[src/rtl/tcp_pkg.sv]
// Shared widths, RX flow state word and controller FSM encoding
// for the TCP slow-path receive bookkeeping blocks.
package tcp_pkg;

    localparam int FLOWID_W            = 8;
    localparam int RX_PAYLOAD_IDX_W    = 4;
    localparam int RX_PAYLOAD_PTR_W    = 14;
    localparam int PAYLOAD_ENTRY_LEN_W = 16;
    localparam int SEQ_NUM_W           = 32;
    localparam int ACK_NUM_W           = 32;

    typedef struct packed {
        logic [ACK_NUM_W-1:0]      ack_num;
        logic [RX_PAYLOAD_IDX_W:0] head;
        logic [RX_PAYLOAD_IDX_W:0] tail;
        logic [RX_PAYLOAD_PTR_W:0] last_win;
    } rx_flow_state_struct;

    typedef enum logic [2:0] {
        ST_IDLE,
        ST_RD,
        ST_DECIDE,
        ST_WAIT_MALLOC,
        ST_WR,
        ST_OUT
    } rx_state_e;

endpackage

[src/rtl/rx_flow_state_ctrl_if.sv]
// Bundle of all handshake/bus signals of rx_flow_state_ctrl.
// slave: controller side; master: packet source, app, memory, allocator, sink.
interface rx_flow_state_ctrl_if #(
    parameter int FLOWID_W         = tcp_pkg::FLOWID_W,
    parameter int RX_PAYLOAD_IDX_W = tcp_pkg::RX_PAYLOAD_IDX_W,
    parameter int RX_PAYLOAD_PTR_W = tcp_pkg::RX_PAYLOAD_PTR_W
) ();
    import tcp_pkg::*;

    logic                           pkt_req_val;
    logic                           pkt_req_rdy;
    logic [FLOWID_W-1:0]            pkt_req_flowid;
    logic [SEQ_NUM_W-1:0]           pkt_req_seq_num;
    logic [PAYLOAD_ENTRY_LEN_W-1:0] pkt_req_payload_len;

    logic                           app_head_val;
    logic                           app_head_rdy;
    logic [FLOWID_W-1:0]            app_head_flowid;
    logic [RX_PAYLOAD_IDX_W:0]      app_head_idx;

    logic                           state_rd_req_val;
    logic [FLOWID_W-1:0]            state_rd_req_flowid;
    rx_flow_state_struct            state_rd_resp_data;

    logic                           state_wr_val;
    logic [FLOWID_W-1:0]            state_wr_flowid;
    rx_flow_state_struct            state_wr_data;
    logic                           state_wr_head_only;

    logic                           malloc_req_val;
    logic                           malloc_req_rdy;
    logic [PAYLOAD_ENTRY_LEN_W-1:0] malloc_req_len;
    logic                           malloc_resp_val;
    logic                           malloc_resp_rdy;
    logic                           malloc_resp_success;
    logic [RX_PAYLOAD_PTR_W:0]      malloc_resp_approx_space;

    logic                           result_val;
    logic                           result_rdy;
    logic [FLOWID_W-1:0]            result_flowid;
    logic                           result_accept;
    logic [ACK_NUM_W-1:0]           result_ack_num;
    logic [RX_PAYLOAD_PTR_W:0]      result_our_win;

    modport slave (
        input  pkt_req_val, pkt_req_flowid, pkt_req_seq_num,
        input  pkt_req_payload_len,
        output pkt_req_rdy,
        input  app_head_val, app_head_flowid, app_head_idx,
        output app_head_rdy,
        output state_rd_req_val, state_rd_req_flowid,
        input  state_rd_resp_data,
        output state_wr_val, state_wr_flowid, state_wr_data,
        output state_wr_head_only,
        output malloc_req_val, malloc_req_len,
        input  malloc_req_rdy,
        input  malloc_resp_val, malloc_resp_success,
        input  malloc_resp_approx_space,
        output malloc_resp_rdy,
        output result_val, result_flowid, result_accept,
        output result_ack_num, result_our_win,
        input  result_rdy
    );

    modport master (
        output pkt_req_val, pkt_req_flowid, pkt_req_seq_num,
        output pkt_req_payload_len,
        input  pkt_req_rdy,
        output app_head_val, app_head_flowid, app_head_idx,
        input  app_head_rdy,
        input  state_rd_req_val, state_rd_req_flowid,
        output state_rd_resp_data,
        input  state_wr_val, state_wr_flowid, state_wr_data,
        input  state_wr_head_only,
        input  malloc_req_val, malloc_req_len,
        output malloc_req_rdy,
        output malloc_resp_val, malloc_resp_success,
        output malloc_resp_approx_space,
        input  malloc_resp_rdy,
        input  result_val, result_flowid, result_accept,
        input  result_ack_num, result_our_win,
        output result_rdy
    );

endinterface

[src/rtl/rx_ack_calc.sv]
// Combinational accept/ACK/tail/window computation for one packet.
// Ports: st_i state word, seq/len/success/space in; match, full, accept, st_o out.
module rx_ack_calc
    import tcp_pkg::*;
(
    input  rx_flow_state_struct            st_i,
    input  logic [SEQ_NUM_W-1:0]           seq_i,
    input  logic [PAYLOAD_ENTRY_LEN_W-1:0] len_i,
    input  logic                           success_i,
    input  logic [RX_PAYLOAD_PTR_W:0]      space_i,
    output logic                           match_o,
    output logic                           full_o,
    output logic                           accept_o,
    output rx_flow_state_struct            st_o
);

    localparam int SW = RX_PAYLOAD_PTR_W + 1;
    localparam int CW = ((SW > PAYLOAD_ENTRY_LEN_W) ? SW : PAYLOAD_ENTRY_LEN_W) + 1;
    localparam logic [RX_PAYLOAD_IDX_W:0] RING_FULL = {1'b1, {RX_PAYLOAD_IDX_W{1'b0}}};

    logic [RX_PAYLOAD_IDX_W:0] used;
    logic [CW-1:0]             sp_x;
    logic [CW-1:0]             ln_x;
    logic [CW-1:0]             diff;
    logic [SW-1:0]             win_sat;

    // Indices carry one extra wrap bit so full and empty differ.
    assign used     = st_i.tail - st_i.head;
    assign full_o   = (used == RING_FULL);
    assign match_o  = (seq_i == st_i.ack_num);
    assign accept_o = match_o & ~full_o & success_i;

    assign sp_x    = CW'(space_i);
    assign ln_x    = CW'(len_i);
    assign diff    = sp_x - ln_x;
    assign win_sat = (sp_x > ln_x) ? diff[SW-1:0] : '0;

    always_comb begin
        st_o = st_i;
        st_o.last_win = space_i;
        if (accept_o) begin
            st_o.ack_num  = seq_i + ACK_NUM_W'(len_i);
            st_o.tail     = st_i.tail + 1'b1;
            st_o.last_win = win_sat;
        end
    end

endmodule

[src/rtl/rx_flow_state_ctrl.sv]
// Per-flow RX state sequencer: read, allocate, update, write back, report.
// Ports: clk, rst (sync, active-high), bus (all handshakes, slave side).
module rx_flow_state_ctrl #(
    parameter int FLOWID_W         = tcp_pkg::FLOWID_W,
    parameter int RX_PAYLOAD_IDX_W = tcp_pkg::RX_PAYLOAD_IDX_W,
    parameter int RX_PAYLOAD_PTR_W = tcp_pkg::RX_PAYLOAD_PTR_W
) (
    input  logic                clk,
    input  logic                rst,
    rx_flow_state_ctrl_if.slave bus
);
    import tcp_pkg::*;

    rx_state_e                      state_q, state_d;
    logic [FLOWID_W-1:0]            flowid_q;
    logic [SEQ_NUM_W-1:0]           seq_q;
    logic [PAYLOAD_ENTRY_LEN_W-1:0] len_q;
    rx_flow_state_struct            st_q;
    logic                           st_vld_q;
    logic                           success_q;
    logic [RX_PAYLOAD_PTR_W:0]      space_q;

    rx_flow_state_struct            st_cur;
    rx_flow_state_struct            st_new;
    rx_flow_state_struct            head_word;
    logic [RX_PAYLOAD_IDX_W:0]      app_idx;
    logic                           match, full, accept;
    logic                           need_malloc;
    logic                           pkt_fire;

    // Read data is only valid in the first DECIDE cycle; later cycles
    // use the latched copy.
    assign st_cur      = st_vld_q ? st_q : bus.state_rd_resp_data;
    assign need_malloc = match & ~full & (len_q != '0);
    assign pkt_fire    = bus.pkt_req_val & bus.pkt_req_rdy;
    assign app_idx     = bus.app_head_idx;

    always_comb begin
        head_word      = '0;
        head_word.head = app_idx;
    end

    rx_ack_calc u_calc (
        .st_i      (st_cur),
        .seq_i     (seq_q),
        .len_i     (len_q),
        .success_i (success_q),
        .space_i   (space_q),
        .match_o   (match),
        .full_o    (full),
        .accept_o  (accept),
        .st_o      (st_new)
    );

    always_ff @(posedge clk) begin
        if (rst) begin
            state_q   <= ST_IDLE;
            flowid_q  <= '0;
            seq_q     <= '0;
            len_q     <= '0;
            st_q      <= '0;
            st_vld_q  <= 1'b0;
            success_q <= 1'b0;
            space_q   <= '0;
        end else begin
            state_q <= state_d;
            if (pkt_fire) begin
                flowid_q <= bus.pkt_req_flowid;
                seq_q    <= bus.pkt_req_seq_num;
                len_q    <= bus.pkt_req_payload_len;
                st_vld_q <= 1'b0;
            end
            if (state_q == ST_DECIDE && !st_vld_q) begin
                st_q     <= bus.state_rd_resp_data;
                st_vld_q <= 1'b1;
            end
            if (state_q == ST_DECIDE && !need_malloc) begin
                success_q <= 1'b0;
                space_q   <= st_cur.last_win;
            end
            if (state_q == ST_WAIT_MALLOC && bus.malloc_resp_val) begin
                success_q <= bus.malloc_resp_success;
                space_q   <= bus.malloc_resp_approx_space;
            end
        end
    end

    always_comb begin
        state_d                 = state_q;
        bus.pkt_req_rdy         = 1'b0;
        bus.app_head_rdy        = 1'b0;
        bus.state_rd_req_val    = 1'b0;
        bus.state_rd_req_flowid = '0;
        bus.state_wr_val        = 1'b0;
        bus.state_wr_flowid     = '0;
        bus.state_wr_data       = '0;
        bus.state_wr_head_only  = 1'b0;
        bus.malloc_req_val      = 1'b0;
        bus.malloc_req_len      = '0;
        bus.malloc_resp_rdy     = 1'b0;
        bus.result_val          = 1'b0;
        bus.result_flowid       = '0;
        bus.result_accept       = 1'b0;
        bus.result_ack_num      = '0;
        bus.result_our_win      = '0;

        if (rst) begin
            state_d = ST_IDLE;
        end else begin
            // The write port is free in IDLE and OUT: head updates go there.
            if (state_q == ST_IDLE || state_q == ST_OUT) begin
                bus.app_head_rdy = 1'b1;
                if (bus.app_head_val) begin
                    bus.state_wr_val       = 1'b1;
                    bus.state_wr_head_only = 1'b1;
                    bus.state_wr_flowid    = bus.app_head_flowid;
                    bus.state_wr_data      = head_word;
                end
            end
            if (state_q == ST_WR || state_q == ST_OUT) begin
                bus.result_val     = 1'b1;
                bus.result_flowid  = flowid_q;
                bus.result_accept  = accept;
                bus.result_ack_num = st_new.ack_num;
                bus.result_our_win = st_new.last_win;
            end

            unique case (state_q)
                ST_IDLE: begin
                    bus.pkt_req_rdy = ~bus.app_head_val;
                    if (bus.pkt_req_val && !bus.app_head_val) begin
                        state_d = ST_RD;
                    end
                end
                ST_RD: begin
                    bus.state_rd_req_val    = 1'b1;
                    bus.state_rd_req_flowid = flowid_q;
                    state_d                 = ST_DECIDE;
                end
                ST_DECIDE: begin
                    if (need_malloc) begin
                        bus.malloc_req_val = 1'b1;
                        bus.malloc_req_len = len_q;
                        if (bus.malloc_req_rdy) begin
                            state_d = ST_WAIT_MALLOC;
                        end
                    end else begin
                        state_d = ST_WR;
                    end
                end
                ST_WAIT_MALLOC: begin
                    bus.malloc_resp_rdy = 1'b1;
                    if (bus.malloc_resp_val) begin
                        state_d = ST_WR;
                    end
                end
                ST_WR: begin
                    bus.state_wr_val    = 1'b1;
                    bus.state_wr_flowid = flowid_q;
                    bus.state_wr_data   = st_new;
                    state_d = bus.result_rdy ? ST_IDLE : ST_OUT;
                end
                ST_OUT: begin
                    if (bus.result_rdy) begin
                        state_d = ST_IDLE;
                    end
                end
                default: state_d = ST_IDLE;
            endcase
        end
    end

endmodule
[src/flat_wrapper.sv]
// flat-port wrapper written by rule: the top's interface ports become plain ports
module rx_flow_state_ctrl_flat import tcp_pkg::*;
#(
    parameter int FLOWID_W         = tcp_pkg::FLOWID_W,
    parameter int RX_PAYLOAD_IDX_W = tcp_pkg::RX_PAYLOAD_IDX_W,
    parameter int RX_PAYLOAD_PTR_W = tcp_pkg::RX_PAYLOAD_PTR_W
)
  (clk, rst, bus_pkt_req_val, bus_pkt_req_flowid, bus_pkt_req_seq_num, bus_pkt_req_payload_len, bus_pkt_req_rdy, bus_app_head_val, bus_app_head_flowid, bus_app_head_idx, bus_app_head_rdy, bus_state_rd_req_val, bus_state_rd_req_flowid, bus_state_rd_resp_data, bus_state_wr_val, bus_state_wr_flowid, bus_state_wr_data, bus_state_wr_head_only, bus_malloc_req_val, bus_malloc_req_len, bus_malloc_req_rdy, bus_malloc_resp_val, bus_malloc_resp_success, bus_malloc_resp_approx_space, bus_malloc_resp_rdy, bus_result_val, bus_result_flowid, bus_result_accept, bus_result_ack_num, bus_result_our_win, bus_result_rdy);
  rx_flow_state_ctrl_if #(.FLOWID_W(FLOWID_W), .RX_PAYLOAD_IDX_W(RX_PAYLOAD_IDX_W), .RX_PAYLOAD_PTR_W(RX_PAYLOAD_PTR_W)) bus_i ();
  input  logic clk;
  input  logic rst;
  input wire logic [$bits(bus_i.pkt_req_val)-1:0] bus_pkt_req_val;
  input wire logic [$bits(bus_i.pkt_req_flowid)-1:0] bus_pkt_req_flowid;
  input wire logic [$bits(bus_i.pkt_req_seq_num)-1:0] bus_pkt_req_seq_num;
  input wire logic [$bits(bus_i.pkt_req_payload_len)-1:0] bus_pkt_req_payload_len;
  output wire logic [$bits(bus_i.pkt_req_rdy)-1:0] bus_pkt_req_rdy;
  input wire logic [$bits(bus_i.app_head_val)-1:0] bus_app_head_val;
  input wire logic [$bits(bus_i.app_head_flowid)-1:0] bus_app_head_flowid;
  input wire logic [$bits(bus_i.app_head_idx)-1:0] bus_app_head_idx;
  output wire logic [$bits(bus_i.app_head_rdy)-1:0] bus_app_head_rdy;
  output wire logic [$bits(bus_i.state_rd_req_val)-1:0] bus_state_rd_req_val;
  output wire logic [$bits(bus_i.state_rd_req_flowid)-1:0] bus_state_rd_req_flowid;
  input wire logic [$bits(bus_i.state_rd_resp_data)-1:0] bus_state_rd_resp_data;
  output wire logic [$bits(bus_i.state_wr_val)-1:0] bus_state_wr_val;
  output wire logic [$bits(bus_i.state_wr_flowid)-1:0] bus_state_wr_flowid;
  output wire logic [$bits(bus_i.state_wr_data)-1:0] bus_state_wr_data;
  output wire logic [$bits(bus_i.state_wr_head_only)-1:0] bus_state_wr_head_only;
  output wire logic [$bits(bus_i.malloc_req_val)-1:0] bus_malloc_req_val;
  output wire logic [$bits(bus_i.malloc_req_len)-1:0] bus_malloc_req_len;
  input wire logic [$bits(bus_i.malloc_req_rdy)-1:0] bus_malloc_req_rdy;
  input wire logic [$bits(bus_i.malloc_resp_val)-1:0] bus_malloc_resp_val;
  input wire logic [$bits(bus_i.malloc_resp_success)-1:0] bus_malloc_resp_success;
  input wire logic [$bits(bus_i.malloc_resp_approx_space)-1:0] bus_malloc_resp_approx_space;
  output wire logic [$bits(bus_i.malloc_resp_rdy)-1:0] bus_malloc_resp_rdy;
  output wire logic [$bits(bus_i.result_val)-1:0] bus_result_val;
  output wire logic [$bits(bus_i.result_flowid)-1:0] bus_result_flowid;
  output wire logic [$bits(bus_i.result_accept)-1:0] bus_result_accept;
  output wire logic [$bits(bus_i.result_ack_num)-1:0] bus_result_ack_num;
  output wire logic [$bits(bus_i.result_our_win)-1:0] bus_result_our_win;
  input wire logic [$bits(bus_i.result_rdy)-1:0] bus_result_rdy;
  assign bus_i.pkt_req_val = bus_pkt_req_val;
  assign bus_i.pkt_req_flowid = bus_pkt_req_flowid;
  assign bus_i.pkt_req_seq_num = bus_pkt_req_seq_num;
  assign bus_i.pkt_req_payload_len = bus_pkt_req_payload_len;
  assign bus_pkt_req_rdy = bus_i.pkt_req_rdy;
  assign bus_i.app_head_val = bus_app_head_val;
  assign bus_i.app_head_flowid = bus_app_head_flowid;
  assign bus_i.app_head_idx = bus_app_head_idx;
  assign bus_app_head_rdy = bus_i.app_head_rdy;
  assign bus_state_rd_req_val = bus_i.state_rd_req_val;
  assign bus_state_rd_req_flowid = bus_i.state_rd_req_flowid;
  assign bus_i.state_rd_resp_data = bus_state_rd_resp_data;
  assign bus_state_wr_val = bus_i.state_wr_val;
  assign bus_state_wr_flowid = bus_i.state_wr_flowid;
  assign bus_state_wr_data = bus_i.state_wr_data;
  assign bus_state_wr_head_only = bus_i.state_wr_head_only;
  assign bus_malloc_req_val = bus_i.malloc_req_val;
  assign bus_malloc_req_len = bus_i.malloc_req_len;
  assign bus_i.malloc_req_rdy = bus_malloc_req_rdy;
  assign bus_i.malloc_resp_val = bus_malloc_resp_val;
  assign bus_i.malloc_resp_success = bus_malloc_resp_success;
  assign bus_i.malloc_resp_approx_space = bus_malloc_resp_approx_space;
  assign bus_malloc_resp_rdy = bus_i.malloc_resp_rdy;
  assign bus_result_val = bus_i.result_val;
  assign bus_result_flowid = bus_i.result_flowid;
  assign bus_result_accept = bus_i.result_accept;
  assign bus_result_ack_num = bus_i.result_ack_num;
  assign bus_result_our_win = bus_i.result_our_win;
  assign bus_i.result_rdy = bus_result_rdy;
  rx_flow_state_ctrl #(.FLOWID_W(FLOWID_W), .RX_PAYLOAD_IDX_W(RX_PAYLOAD_IDX_W), .RX_PAYLOAD_PTR_W(RX_PAYLOAD_PTR_W)) u_core (.clk(clk), .rst(rst), .bus(bus_i));
endmodule
[config.mk]
export PLATFORM = sky130hd
export DESIGN_NAME = rx_flow_state_ctrl_flat
export DESIGN_NICKNAME = d
export VERILOG_FILES = /design/src/rtl/tcp_pkg.sv /design/src/rtl/rx_flow_state_ctrl_if.sv /design/src/rtl/rx_ack_calc.sv /design/src/rtl/rx_flow_state_ctrl.sv /design/src/flat_wrapper.sv
export SDC_FILE = /design/constraint.sdc
export NUM_CORES = 1
export LEC_CHECK = 0
export CAP_MARGIN = 20
export CELL_PAD_IN_SITES_DETAIL_PLACEMENT = 0
export CELL_PAD_IN_SITES_GLOBAL_PLACEMENT = 1
export CORE_MARGIN = 2
export CORE_UTILIZATION = 33
export DETAILED_ROUTE_END_ITERATION = 10
export PLACE_DENSITY_LB_ADDON = 0.1
export SLEW_MARGIN = 10
export SYNTH_ARGS = -nofsm -noshare
export SYNTH_HDL_FRONTEND = slang
export SYNTH_SLANG_ARGS = --single-unit
[constraint.sdc]
create_clock -name clk -period 4.9 [get_ports clk]
set_clock_uncertainty 0.1 [all_clocks]
set_input_delay 0.49 -clock clk [delete_from_list [all_inputs] [get_ports clk]]
set_output_delay 0.49 -clock clk [all_outputs]
set_load 0.05 [all_outputs]
==> results.cfg <==
[synth]
synth.distinct_cells = 67
synth_seq_area_share_pct = 28.35
synth-async-reset-ratio_pct = 0
synth_ff_type = dfxtp_1
syn_area_per_cell_um2 = 7.209
synth_edf_count = 0
yosysTopAreaCell = dfxtp_1
yosysWarningCount = 0
synth.area.top_cells = dfxtp_1, nand2_1, mux2i_1
syn-num-nets = 1490
netlist_area_mm2 = 0.009393
syn_inst = 1303
synth_commonest_cells = nand2_1, nor2_1, dfxtp_1, a21oi_1, clkbuf_1
synth-seq-cells = 133
synth_top_area_share_pct = 28.35
yosys.cell_count.top_type = nand2_1

[finish]
syn_to_final_growth_pct = 51.09
multi_input_area_mm2 = 0.006292
fin_cells = 1956
drive_gt1_share_pct = 13.97
fill_cells = 2758
register_area_mm2 = 0.002666
final_nets = 1750

[clocking]
clock_tree.htree_level_count = 4
clock-sinks = 133
hold_buffers = 0
clkTransAtPathRegs_ns = 0.06
cts_setup_buffers = 0
cts_made_buffers = 17
clock_latency_ns = 0.42
cts_tree = yes
clk_path_buf_depth = 2
clockRootBuffer = clkbuf_16
cts_resized = 0

[pwr]
power_density_mw_per_mm2 = 322.7
p_int_mw = 2.747
peakVddDrop_mv = 0.2244
seqPwrFrac_pct = 29.7
swShare_pct = 40.03
combinationalPowerShare_pct = 42.2
switchingPower_mw = 1.833
power.clock.fraction_pct = 28.1
leakage_nw = 5.308

[floorplanning]
core_area_mm2 = 0.02793
initial_core_util_pct = 33.62
io_pins = 302
die_w_um = 172.7
chipHeight_um = 172.7
rows = 61
die_area_mm2 = 0.02983

[routing]
drc = 0
met1_length_um = 16420
vias = 10080
viasPerCell = 5.152
wl_um = 37090
topRoutingLayerUsed = met5
met3_length_um = 1932
ant_nets = 0
dr_wl_met2_um = 17560
wl_per_cell_um = 18.96
first_pass_iters = 6
drt_iter0_drc = 539

[global_routing]
grt_max_degree = 73
grt_pass1_wl_um = 57310
grt_pass1_vias = 9836
grt_overflow_total = 0
track_usage_pct = 24.40
antenna_found_initial = 4

[sta]
setup_viol = 0
fin_ws_ns = 0.2022
relSlewSlack_pct = 33.49
max_clock_freq_mhz = 212.9
period_needed_ns = 4.698
fin_crit_sh_pct = 95.87
hold_violations = 0
drv_slew = 0
tightest_slew_ns = 0.9952
rsz0062_at_grt = no

[place]
place_congestion = 0.8306
port_buffers = 301
place_inst = 1921
hpwl_um = 28040
dp_slack_ns = 0.4265

[critical_path]
crit_path_end_kind = output port
arrival_ns = 4.11
crit_type = reg2out
start_kind = flop
timing.rr.start = u_core.st_vld_q$_SDFFE_PP0P_
path_max_fanout = 42
required_ns = 4.31
crit_start = u_core.st_vld_q$_SDFFE_PP0P_

[run_status]
status = finished clean

[run]
max_cap_violations = 0

[min_path]
hp-class = reg2reg
hp-start = u_core.st_q[47]$_SDFFE_PP0P_
-- final timing paths --
check,endpoint,slack (ns),depth (start not counted)
min,u_core.st_q[47]$_SDFFE_PP0P_,0.35,2
max reg2reg,u_core.space_q[1]$_SDFFE_PP0P_,1.09,10
min reg2reg,u_core.st_q[47]$_SDFFE_PP0P_,0.35,2
max,bus_state_wr_data[2],0.20,12
-- through the flow --
step	TNS (ns)	util [%]	cell area (um2)	hold WS, ns	power, mW
2_1_floorplan	-3.100	-	9460	0.3329	2.669
3_3_place_gp	0	48.67	13600	0.3402	3.302
3_5_place_dp	0	48.67	13600	0.3465	3.309
4_1_cts	0	50.73	14170	0.3545	4.605
5_1_grt	0	50.80	14190	0.3707	4.846
6_report	0	50.80	14190	0.3541	4.580
-- layer usage --
layer | up-vias | global-route usage [%]
li1 | 5024 | -
met1 | 4707 | 31.37
met2 | 291 | 40.66
met3 | 53 | 4.420
met4 | 2 | 9.357
met5 | - | 0
-- power by group through the flow --
stage	combinational [mW]	clock [mW]	sequential, mW
detailed placement	1.93	0	1.38
global route	2.11	1.36	1.38
global placement	1.92	0	1.38
floorplan	1.36	0	1.30
finish	1.93	1.29	1.36
CTS	1.94	1.31	1.36
-- worst max-delay path: stages (launching register included) --
cell,delay (ns)
dfxtp_4,0.47
buf_4,0.38
mux2i_1,0.38
ha_1,0.32
or4_1,0.52
a311oi_2,0.29
buf_4,0.18
nor4_4,0.05
buf_12,0.19
buf_4,0.21
a32oi_1,0.35
nor2_1,0.14
buf_12,0.19
-- area by class of cell --
cell class / count / area share, %
sequential: 133 / 18.79
antenna: 3 / 0.05290
timing repair buffer: 331 / 28.46
inverter: 37 / 0.9787
clock buffer: 19 / 3.121
multi-input combinational: 1043 / 44.34
tap: 378 / 3.333
clock inverter: 12 / 0.9258
-- placed cells by master, fill, tap and decap left out, drive strengths merged, types with 19 or more instances in the layout --
cell / Yosys / layout
o31ai: 19 / 19
mux2i: 69 / 69
ha: 36 / 36
and2: 27 / 27
dfxtp: 133 / 133
clkbuf: 70 / 20
a21oi: 122 / 122
nor3: 29 / 29
nor2: 142 / 142
buf: 20 / 148
inv: 36 / 37
clkdlybuf4s50: 0 / 182
xnor2: 58 / 58
o21ai: 26 / 26
nand2: 270 / 270
nor4: 32 / 32
a211oi: 24 / 24
nand3: 57 / 57
-- state kept, by name, summed over array words and instances (netlist names) --
register and flops:
u_core.seq_q 32, u_core.state_q 3, u_core.flowid_q 8, u_core.st_q 57, u_core.success_q 1, u_core.st_vld_q 1, u_core.space_q 15, u_core.len_q 16
-- cells by family after synthesis --
kind of cell / Yosys count / synth area share, %
compound gates: 253 / 16.94
xor+xnor: 73 / 6.807
fa+ha+maj: 38 / 5.222
buf+inv: 127 / 5.688
flops: 133 / 28.35
mux: 73 / 7.913
simple gates: 606 / 29.08
(Power assumes the default switching activity.)
